<file path="src/rtl/noc_pkg.sv">
// Shared NoC types: flit types, output ports, input-port FSM states and the XY routing function.
package noc_pkg;

  typedef enum logic [1:0] {
    FlitHead     = 2'b00,
    FlitBody     = 2'b01,
    FlitTail     = 2'b10,
    FlitHeadTail = 2'b11
  } flit_type_t;

  typedef enum logic [2:0] {
    PortLocal = 3'd0,
    PortNorth = 3'd1,
    PortSouth = 3'd2,
    PortWest  = 3'd3,
    PortEast  = 3'd4
  } port_t;

  typedef enum logic [0:0] {
    StIdle   = 1'b0,
    StActive = 1'b1
  } state_t;

  // Callers zero-extend their coordinates to this width, so comparisons stay unsigned.
  localparam int unsigned MaxCoordW = 16;

  function automatic port_t route_xy(input logic [MaxCoordW-1:0] dest_x,
                                     input logic [MaxCoordW-1:0] dest_y,
                                     input logic [MaxCoordW-1:0] cur_x,
                                     input logic [MaxCoordW-1:0] cur_y);
    port_t port;
    if (dest_x > cur_x) begin
      port = PortEast;
    end else if (dest_x < cur_x) begin
      port = PortWest;
    end else if (dest_y > cur_y) begin
      port = PortNorth;
    end else if (dest_y < cur_y) begin
      port = PortSouth;
    end else begin
      port = PortLocal;
    end
    return port;
  endfunction

endpackage

</file>
<file path="src/rtl/noc_fifo.sv">
// Synchronous FIFO with full/empty/count, no bypass. A write into a full FIFO is
// accepted only when a read happens in the same cycle.
module noc_fifo #(
  parameter int unsigned Width = 34,
  parameter int unsigned Depth = 8,
  localparam int unsigned AddrW  = $clog2(Depth),
  localparam int unsigned CountW = AddrW + 1
) (
  input  logic              clk,
  input  logic              rst,
  input  logic              wr_en,
  input  logic [Width-1:0]  wr_data,
  input  logic              rd_en,
  output logic [Width-1:0]  rd_data,
  output logic              full,
  output logic              empty,
  output logic [CountW-1:0] count
);

  logic [Width-1:0]  mem_q [Depth];
  logic [AddrW-1:0]  wr_ptr_q, rd_ptr_q;
  logic [CountW-1:0] count_q;
  logic              do_wr, do_rd;

  assign full  = (count_q == CountW'(Depth));
  assign empty = (count_q == '0);
  assign count = count_q;

  assign do_rd = rd_en && !empty;
  assign do_wr = wr_en && (!full || do_rd);

  // Depth is a power of two, so pointers wrap naturally.
  always_ff @(posedge clk) begin
    if (!rst) begin
      wr_ptr_q <= '0;
      rd_ptr_q <= '0;
      count_q  <= '0;
    end else begin
      if (do_wr) wr_ptr_q <= wr_ptr_q + AddrW'(1);
      if (do_rd) rd_ptr_q <= rd_ptr_q + AddrW'(1);
      count_q <= count_q + CountW'(do_wr) - CountW'(do_rd);
    end
  end

  always_ff @(posedge clk) begin
    if (do_wr) mem_q[wr_ptr_q] <= wr_data;
  end

  assign rd_data = mem_q[rd_ptr_q];

endmodule

</file>
<file path="src/rtl/router_input_port.sv">
// NoC router input unit: flit buffer, XY route lock per packet, valid/ready to the switch,
// one credit per flit leaving the buffer. Define ROUTER_PORT_STATS_EN for flit/packet counters.
module router_input_port
  import noc_pkg::*;
#(
  parameter int unsigned FLIT_WIDTH  = 32,
  parameter int unsigned BUFFER_SIZE = 8,
  parameter int unsigned COORD_W     = 4,
  parameter int unsigned X_CURRENT   = 0,
  parameter int unsigned Y_CURRENT   = 0
) (
  input  logic                  clk,
  input  logic                  rst,
  input  logic                  in_valid,
  input  logic [FLIT_WIDTH+1:0] in_flit,
  output logic                  credit_out,
  output logic                  out_valid,
  output logic [FLIT_WIDTH+1:0] out_flit,
  output logic [2:0]            out_port,
  input  logic                  out_ready,
  output logic                  overflow_err,
  output logic                  proto_err
`ifdef ROUTER_PORT_STATS_EN
  ,
  output logic [15:0]           flit_count,
  output logic [15:0]           pkt_count
`endif
);

  localparam int unsigned CountW = $clog2(BUFFER_SIZE) + 1;
  localparam logic [COORD_W-1:0] XCur = COORD_W'(X_CURRENT);
  localparam logic [COORD_W-1:0] YCur = COORD_W'(Y_CURRENT);

  state_t               state_q, state_d;
  port_t                out_port_q;
  logic                 credit_q, overflow_q, proto_q;
  logic                 fifo_full, fifo_empty;
  logic [CountW-1:0]    fifo_count;
  logic [FLIT_WIDTH+1:0] front;
  flit_type_t           front_type;
  logic                 front_is_head, front_is_tail;
  logic [MaxCoordW-1:0] dest_x, dest_y;
  logic                 deq, route_en, orphan, fwd, mid_head;

  noc_fifo #(
    .Width(FLIT_WIDTH + 2),
    .Depth(BUFFER_SIZE)
  ) u_fifo (
    .clk    (clk),
    .rst    (rst),
    .wr_en  (in_valid),
    .wr_data(in_flit),
    .rd_en  (deq),
    .rd_data(front),
    .full   (fifo_full),
    .empty  (fifo_empty),
    .count  (fifo_count)
  );

  assign front_type    = flit_type_t'(front[FLIT_WIDTH+1:FLIT_WIDTH]);
  assign front_is_head = (front_type == FlitHead) || (front_type == FlitHeadTail);
  assign front_is_tail = (front_type == FlitTail) || (front_type == FlitHeadTail);
  assign dest_x        = MaxCoordW'(front[COORD_W-1:0]);
  assign dest_y        = MaxCoordW'(front[2*COORD_W-1:COORD_W]);

  always_ff @(posedge clk) begin
    if (!rst) state_q <= StIdle;
    else      state_q <= state_d;
  end

  always_comb begin
    state_d = state_q;
    unique case (state_q)
      StIdle:   if (!fifo_empty && front_is_head) state_d = StActive;
      StActive: if (deq && front_is_tail) state_d = StIdle;
      default:  state_d = StIdle;
    endcase
  end

  // Routing the head costs one cycle with no dequeue; stray body/tail flits are dropped in idle.
  always_comb begin
    out_valid = 1'b0;
    deq       = 1'b0;
    route_en  = 1'b0;
    orphan    = 1'b0;
    unique case (state_q)
      StIdle: begin
        if (!fifo_empty) begin
          if (front_is_head) begin
            route_en = 1'b1;
          end else begin
            deq    = 1'b1;
            orphan = 1'b1;
          end
        end
      end
      StActive: begin
        out_valid = !fifo_empty;
        deq       = !fifo_empty && out_ready;
      end
      default: ;
    endcase
  end

  assign fwd      = (state_q == StActive) && deq;
  assign mid_head = fwd && (front_type == FlitHead);

  always_ff @(posedge clk) begin
    if (!rst) begin
      out_port_q <= PortLocal;
      credit_q   <= 1'b0;
      overflow_q <= 1'b0;
      proto_q    <= 1'b0;
    end else begin
      if (route_en) begin
        out_port_q <= route_xy(dest_x, dest_y, MaxCoordW'(XCur), MaxCoordW'(YCur));
      end
      credit_q <= deq;
      if (in_valid && fifo_full && !deq) overflow_q <= 1'b1;
      if (orphan || mid_head) proto_q <= 1'b1;
    end
  end

  assign out_flit     = front;
  assign out_port     = out_port_q;
  assign credit_out   = credit_q;
  assign overflow_err = overflow_q;
  assign proto_err    = proto_q;

  // Occupancy can never exceed the buffer depth.
  assert property (@(posedge clk) disable iff (!rst) fifo_count <= CountW'(BUFFER_SIZE));

`ifdef ROUTER_PORT_STATS_EN
  logic [15:0] flit_cnt_q, pkt_cnt_q;

  always_ff @(posedge clk) begin
    if (!rst) begin
      flit_cnt_q <= '0;
      pkt_cnt_q  <= '0;
    end else if (fwd) begin
      if (flit_cnt_q != 16'hFFFF) flit_cnt_q <= flit_cnt_q + 16'd1;
      if (front_is_tail && pkt_cnt_q != 16'hFFFF) pkt_cnt_q <= pkt_cnt_q + 16'd1;
    end
  end

  assign flit_count = flit_cnt_q;
  assign pkt_count  = pkt_cnt_q;
`endif

endmodule

</file>
<file path="config.mk">
export PLATFORM = sky130hd
export DESIGN_NAME = router_input_port
export DESIGN_NICKNAME = d
export VERILOG_FILES = /design/src/rtl/noc_pkg.sv /design/src/rtl/noc_fifo.sv /design/src/rtl/router_input_port.sv
export SDC_FILE = /design/constraint.sdc
export NUM_CORES = 1
export LEC_CHECK = 0
export CAP_MARGIN = 10
export CORE_MARGIN = 2
export CORE_UTILIZATION = 50
export DETAILED_ROUTE_END_ITERATION = 6
export PLACE_DENSITY = 0.67
export SYNTH_ARGS = -nofsm -noshare
export SYNTH_HDL_FRONTEND = slang
export SYNTH_HIERARCHICAL = 1
export SYNTH_SLANG_ARGS = --single-unit
</file>
<file path="constraint.sdc">
create_clock -name clk -period 18.14 [get_ports clk]
set_input_delay 3.628 -clock clk [delete_from_list [all_inputs] [get_ports clk]]
set_output_delay 3.628 -clock clk [all_outputs]
set_load 0.01 [all_outputs]
</file>
==> out/qor.yml, run 1 <==
syn_avg_cell_area_um2: 21.78
regArea_mm2: 0.008557
switching_power_mw: 0.4715
clock_latency_ps: 540
fmax_mhz: 141.6
grt-ovfl-total: 0
wl_um: 21370
status: "complete, no violations"
antenna_found_initial: 0
wl_per_cell_um: 22.93
cts_max_level: 1
period_share_pct: 38.93
clockPowerShare_pct: 32.2
power.density_mw_per_mm2: 138.4
start_util_pct: 50.71
cts_resized: 0
grt_pass1_vias: 5640
drive_gt1_share_pct: 25.81
rrSetupSlack_ps: 12810
syn_nets: 573
whs_path_depth: 2
synth_seq_cells: 291
p_seq_share_pct: 44.4
antennaDiodeCount: 0
worstSetupPathType: "reg -> out"
syn_area_mm2: 0.01141
min_from: "out_port[0]"
rows: 55
reg2reg_depth: 11
slew_headroom_pct: 30.65
pwr-share-comb_pct: 23.3
grt_max_degree: 69
critPathRequiredTime_ps: 14510
holdPathEnd: "out_port[0]"
arrival_ps: 3430
multi_input_area_mm2: 0.002708
end_kind: "output port"
ctsHoldBuffers: 0
rsz0062_at_grt: "no"
cts_tree: "done"
fin_skew_ps: 12.42
via_per_inst: 5.749
place.gp.congestion: 0.7161
start_kind: "flip-flop"
drc_errors: 0
sw_frac_of_total_pct: 25.15
nNetsFinal: 672
synth_warnings: 6
synth_cell_types: 44
hold_path.class: "reg -> reg"
cts_made_buffers: 30
io_pins: 79
routed-via-count: 5358
track_usage_pct: 18.05
synth_edf_count: 272
drt-initial-drc-count: 447
hold-worst-slack_ps: 450.3
syn_inst: 524
setup_viol: 0
ys_top_cells_by_area: "edfxtp_1, mux4_2, dfxtp_1"
postCtsSetupRepairBufs: 0
netlist.area_leader.share_pct: 71.58
die_area_mm2: 0.02405
yosysTopAreaCell: "edfxtp_1"
r2r-end: "u_fifo/mem_q[1][4]"
fin_crit_ps: 7061
report.final.slew_viol_count: 0
final_hold_viol_count: 0
clock_sinks: 291
p_int_mw: 1.403
grt_first_pass_wirelength_um: 32620
peakVddDrop_uv: 97.55
hpwlAfterDp_um: 12210
first_pass_iters: 4
numPortBuffers: 77
tightest_slew_ps: 1040
synthToLayoutAreaGrowth_pct: 18.66
antenna_left: 0
power_leakage_nw: 4.361
synth-main-ff-cell: "edfxtp_1"
fill_cells: 1601
die_w_um: 155.1
root_buffer: "clkbuf_16"
clkSlewWorstSetupHoldPaths_ps: 60
die_h_um: 155.1
cts_buffer_depth: 3
synthArstFlopShare_pct: 0
setup_tns_ps: 0
max_cap_violations: 0
seq_area_frac_synth_pct: 74.91
crit_fanout: 51
core_area_mm2: 0.02250
## cells by family after synthesis
logic type / Yosys count / share of synthesized area (%)
buffers and inverters: 35 / 1.776
AO/OA/AOI/OAI: 16 / 0.8883
flip-flops: 291 / 74.91
multiplexers: 107 / 18.17
adder cells (fa/ha/maj): 11 / 1.272
other: 1 / 0.03286
AND/OR/NAND/NOR: 62 / 2.873
XOR/XNOR: 1 / 0.07677
## cell usage in the layout (no fill, tap or decap), types with 5 or more instances in the layout
cell type	Yosys	final
edfxtp_1	272	272
mux4_1	9	9
clkinv_2	0	7
mux2i_1	5	5
mux4_2	59	59
buf_4	1	16
nor2_1	10	8
inv_1	7	7
dfxtp_1	19	16
nand2b_1	5	5
nand3_1	6	6
ha_1	10	10
mux2_2	14	14
nand2_1	13	13
mux2_4	20	20
clkdlybuf4s50_1	0	77
clkbuf_16	0	31
clkbuf_1	12	7
nor2b_1	5	5
## worst max-delay path: stages, from the launching register on
cell             delay, ps
dfxtp_4                570
buf_4                  840
mux4_2                 610
mux2_2                 320
clkdlybuf4s50_1        490
## how the worst max path moves through the flow
stage / from / end / slack, ps
6_report: flip-flop / out_flit[1] / 11080
5_1_grt: flip-flop / out_flit[28] / 10830
3_5_place_dp: out_ready / u_fifo/mem_q[1][10] / 11350
3_3_place_gp: out_ready / u_fifo/mem_q[1][1] / 11520
4_1_cts: flip-flop / out_flit[13] / 10940
2_1_floorplan: out_ready / u_fifo/mem_q[0][0] / 10010
## synthesized netlist by cell type, types with 3 or more instances
master and instances:
edfxtp_1 272, mux4_2 59, mux2_4 20, dfxtp_1 19, mux2_2 14, nand2_1 13, clkbuf_1 12, ha_1 10
nor2_1 10, buf_2 9, mux4_1 9, inv_1 7, nand3_1 6, nor3_1 6, mux2i_1 5, nand2b_1 5
nor2b_1 5, a21oi_1 4, nor4_1 4, buf_12 3, nand4_1 3, o21ai_0 3
## per-stage QoR
stage | instance area, um2 | std cells | total power [mW] | setup slack (ps) | util, %
after floorplan | 11410 | 524 | 1.107 | 10010 | -
after CTS | 13540 | 932 | 1.897 | 10940 | 60.17
after global placement | 12550 | 876 | 1.276 | 11520 | 55.75
after global routing | 13540 | 932 | 1.953 | 10830 | 60.17
final | 13540 | 932 | 1.874 | 11080 | 60.17
after detailed placement | 12550 | 876 | 1.290 | 11350 | 55.75
## flip-flops by register name, indices dropped and copies added (netlist names), named ones only
| register | flops |
|---|---|
| u_fifo/mem_q | 272 |
| u_fifo/count | 4 |
| u_fifo/rd_ptr_q | 3 |
| u_fifo/wr_ptr_q | 3 |
| out_port | 2 |
| credit_out | 1 |
| overflow_err | 1 |
| proto_err | 1 |
| state_q | 1 |
## final cells by class
type	instances	area share, %
clock inverters	15	1.118
well taps	285	2.634
inverters	9	0.2495
multi-input cells	198	20.00
flip-flops and latches	291	63.20
clock buffers	41	6.228
repair buffers	93	6.579
## layer usage
| metal | vias up | track usage (%) | wire [um] |
|---|---|---|---|
| met3 | 33 | 2.618 | 886 |
| met4 | 0 | 4.586 | 388 |
| li1 | 2371 | - | - |
| met1 | 2838 | 24.27 | 8927 |
| met5 | - | 0 | 0 |
| met2 | 116 | 31.41 | 11160 |
## power groups by stage
stage	Clock [mW]	Sequential [mW]	Combinational, mW
3_3_place_gp	0	0.842	0.434
4_1_cts	0.617	0.834	0.446
5_1_grt	0.644	0.839	0.470
3_5_place_dp	0	0.847	0.443
2_1_floorplan	0	0.840	0.267
6_report	0.604	0.833	0.437
Power figures use the tool's default switching activity.
==> run 2: changes to the inputs <==
==> constraint.sdc (replaced) <==
create_clock -name clk -period 6.5 [get_ports clk]
set_input_delay 1.3 -clock clk [delete_from_list [all_inputs] [get_ports clk]]
set_output_delay 1.3 -clock clk [all_outputs]
set_load 0.01 [all_outputs]
==> run 2 against run 1 <==
  * Non-clock buffer count is 4 lower
  * Largest power group unchanged
  * Critical endpoint is now out_flit[14]
  * Global-route usage about the same
  * Wire length decreased by 0.86%
==> out/qor.yml, run 2 (synthesis results as in run 1) <==
rrSetupSlack_ps: 2020  # -10790 ps
routed-via-count: 5304  # -1.0%
largest_register_ffs: 272  # unchanged
clkSlewWorstSetupHoldPaths_ps: 60  # about the same
hpwlAfterDp_um: 12220  # +0.12%
first_pass_iters: 4  # unchanged
wl_per_cell_um: 22.93  # about the same
cts_resized: 0  # unchanged
clock_latency_ps: 530  # about the same
crit_fanout: 40  # -22%
antenna_found_initial: 1  # +1
core_area_mm2: 0.02250  # unchanged
peakVddDrop_uv: 210.2  # +120%
report.final.slew_viol_count: 0  # unchanged
cts_buffer_depth: 3  # unchanged
grt_pass1_vias: 5598  # -0.74%
grt_first_pass_wirelength_um: 32700  # +0.23%
max_stage_delay_ps: 730  # -110 ps
final_hold_viol_count: 0  # unchanged
postCtsSetupRepairBufs: 0  # unchanged
die_h_um: 155.1  # unchanged
cts_max_level: 1  # unchanged
fmax_mhz: 210.9
ctsHoldBuffers: 0  # unchanged
period_share_pct: 72.95
max_flop_register: "u_fifo/mem_q"
clock_sinks: 291  # unchanged
power_leakage_nw: 4.298  # -1.5%
rsz0062_at_grt: "no"
max_cap_violations: 0  # unchanged
die_w_um: 155.1  # unchanged
fill_cells: 1583  # -1.1%
layout_common_cells: "edfxtp_1, clkdlybuf4s50_1, mux4_2"
endpoint: "out_flit[14]"
stdcell_count: 924  # -0.86%
postLayoutCellArea_mm2: 0.01345  # -0.70%
placed_area_mm2: 0.01254  # about the same
status: "complete, no violations"
drive_gt1_share_pct: 24.92  # -0.89 points
grt-ovfl-total: 0  # unchanged
slowest_stage: "buf_4"
io_pins: 79  # unchanged
arrival_ps: 3440  # about the same
dp_cells: 872  # -0.46%
rows: 55  # unchanged
slew_headroom_pct: 17.58  # -13 points
cts_tree: "done"
tightest_slew_ps: 1233  # +193.2 ps
power.density_mw_per_mm2: 379.9  # +170%
nNetsFinal: 667  # -0.74%
reg2reg_depth: 10  # -1
via_per_inst: 5.740  # -0.15%
r2r-end: "u_fifo/mem_q[5][4]"
numPortBuffers: 77  # unchanged
die_area_mm2: 0.02405  # unchanged
place.gp.congestion: 0.7333  # +2.4%
root_buffer: "clkbuf_16"
antenna_left: 0  # unchanged
track_usage_pct: 18.05  # about the same
start_kind: "flip-flop"
worstPathCellList: "buf_4 > mux4_1 > mux2_4 > clkdlybuf4s50_1"
hold_path.class: "reg -> reg"
setup_viol: 0  # unchanged
worstSetupPathType: "reg -> out"
end_kind: "output port"
setup_tns_ps: 0  # unchanged
drt-initial-drc-count: 452  # +1.1%
wl_um: 21180  # -0.86%
grt_max_degree: 69  # unchanged
final_common_cell: "edfxtp_1"
synthToLayoutAreaGrowth_pct: 17.83
fin_crit_ps: 4742
cts_made_buffers: 29  # -3.3%
drc_errors: 0  # unchanged
fin_skew_ps: 7.015  # -5.400 ps
start_util_pct: 50.71  # unchanged
whs_path_depth: 2  # unchanged
critPathRequiredTime_ps: 5200  # -9310 ps
[run 2: changes by cell type in the layout (fill, tap and decap cells not counted), sizes merged]
| cell | delta |
|---|---|
| clkinvlp | +1 |
| clkbuf | -10 |
| inv | -1 |
| diode | +1 |
| buf | -4 |
| clkinv | +5 |
[run 2: final cells by class]
class	instances	area [um2]	share of cell area [%]
sequential	291	8557	63.64
multi-input combinational	198	2708	20.14
timing repair buffer	89	885.9	6.588
clock buffer	31	733.2	5.453
tap	285	356.6	2.652
clock inverter	20	168.9	1.256
inverter	9	33.78	0.2513
antenna	1	2.502	0.01861
[run 2: worst min path at each step]
| stage | start | to | slack [ps] |
|---|---|---|---|
| final | out_port[0] | out_port[0] | 450 |
| after global routing | out_port[0] | out_port[0] | 470 |
| after CTS | out_port[0] | out_port[0] | 460 |
| after detailed placement | out_port[0] | out_port[0] | 450 |
| after global placement | out_port[0] | out_port[0] | 440 |
| after floorplan | u_fifo/rd_ptr_q[1] | flip-flop | 450 |
[run 2: per-layer routing]
metal,part of all wire (%),track usage [%],routed length [um]
met4,1.5,4.850,317
met3,3.6,2.228,756
met2,52,31.32,10950
met5,0,0,0
met1,43,24.53,9156
[run 2: critical path: cells and delay by family (launching register included)]
| family | cells | cell delay (ps) |
|---|---|---|
| buf+inv | 2 | 1210 |
| flops | 1 | 720 |
| mux | 2 | 950 |
[run 2: where the power goes]
part	switching [mW]	total, mW	internal, mW
Combinational	0.554	1.19	0.637
Sequential	0.0895	2.34	2.25
Clock	0.650	1.58	0.927
[run 2: metrics by stage]
stage,power (mW),hold WS [ps],worst slack (ps),utilization (%)
after global routing,5.315,472.8,1500,59.75
final,5.108,449.9,1758,59.75
after CTS,5.162,456.0,1635,59.74
after detailed placement,3.589,446.2,2022,55.73
after floorplan,3.091,453.9,259.3,-
after global placement,3.547,438.7,2113,55.73
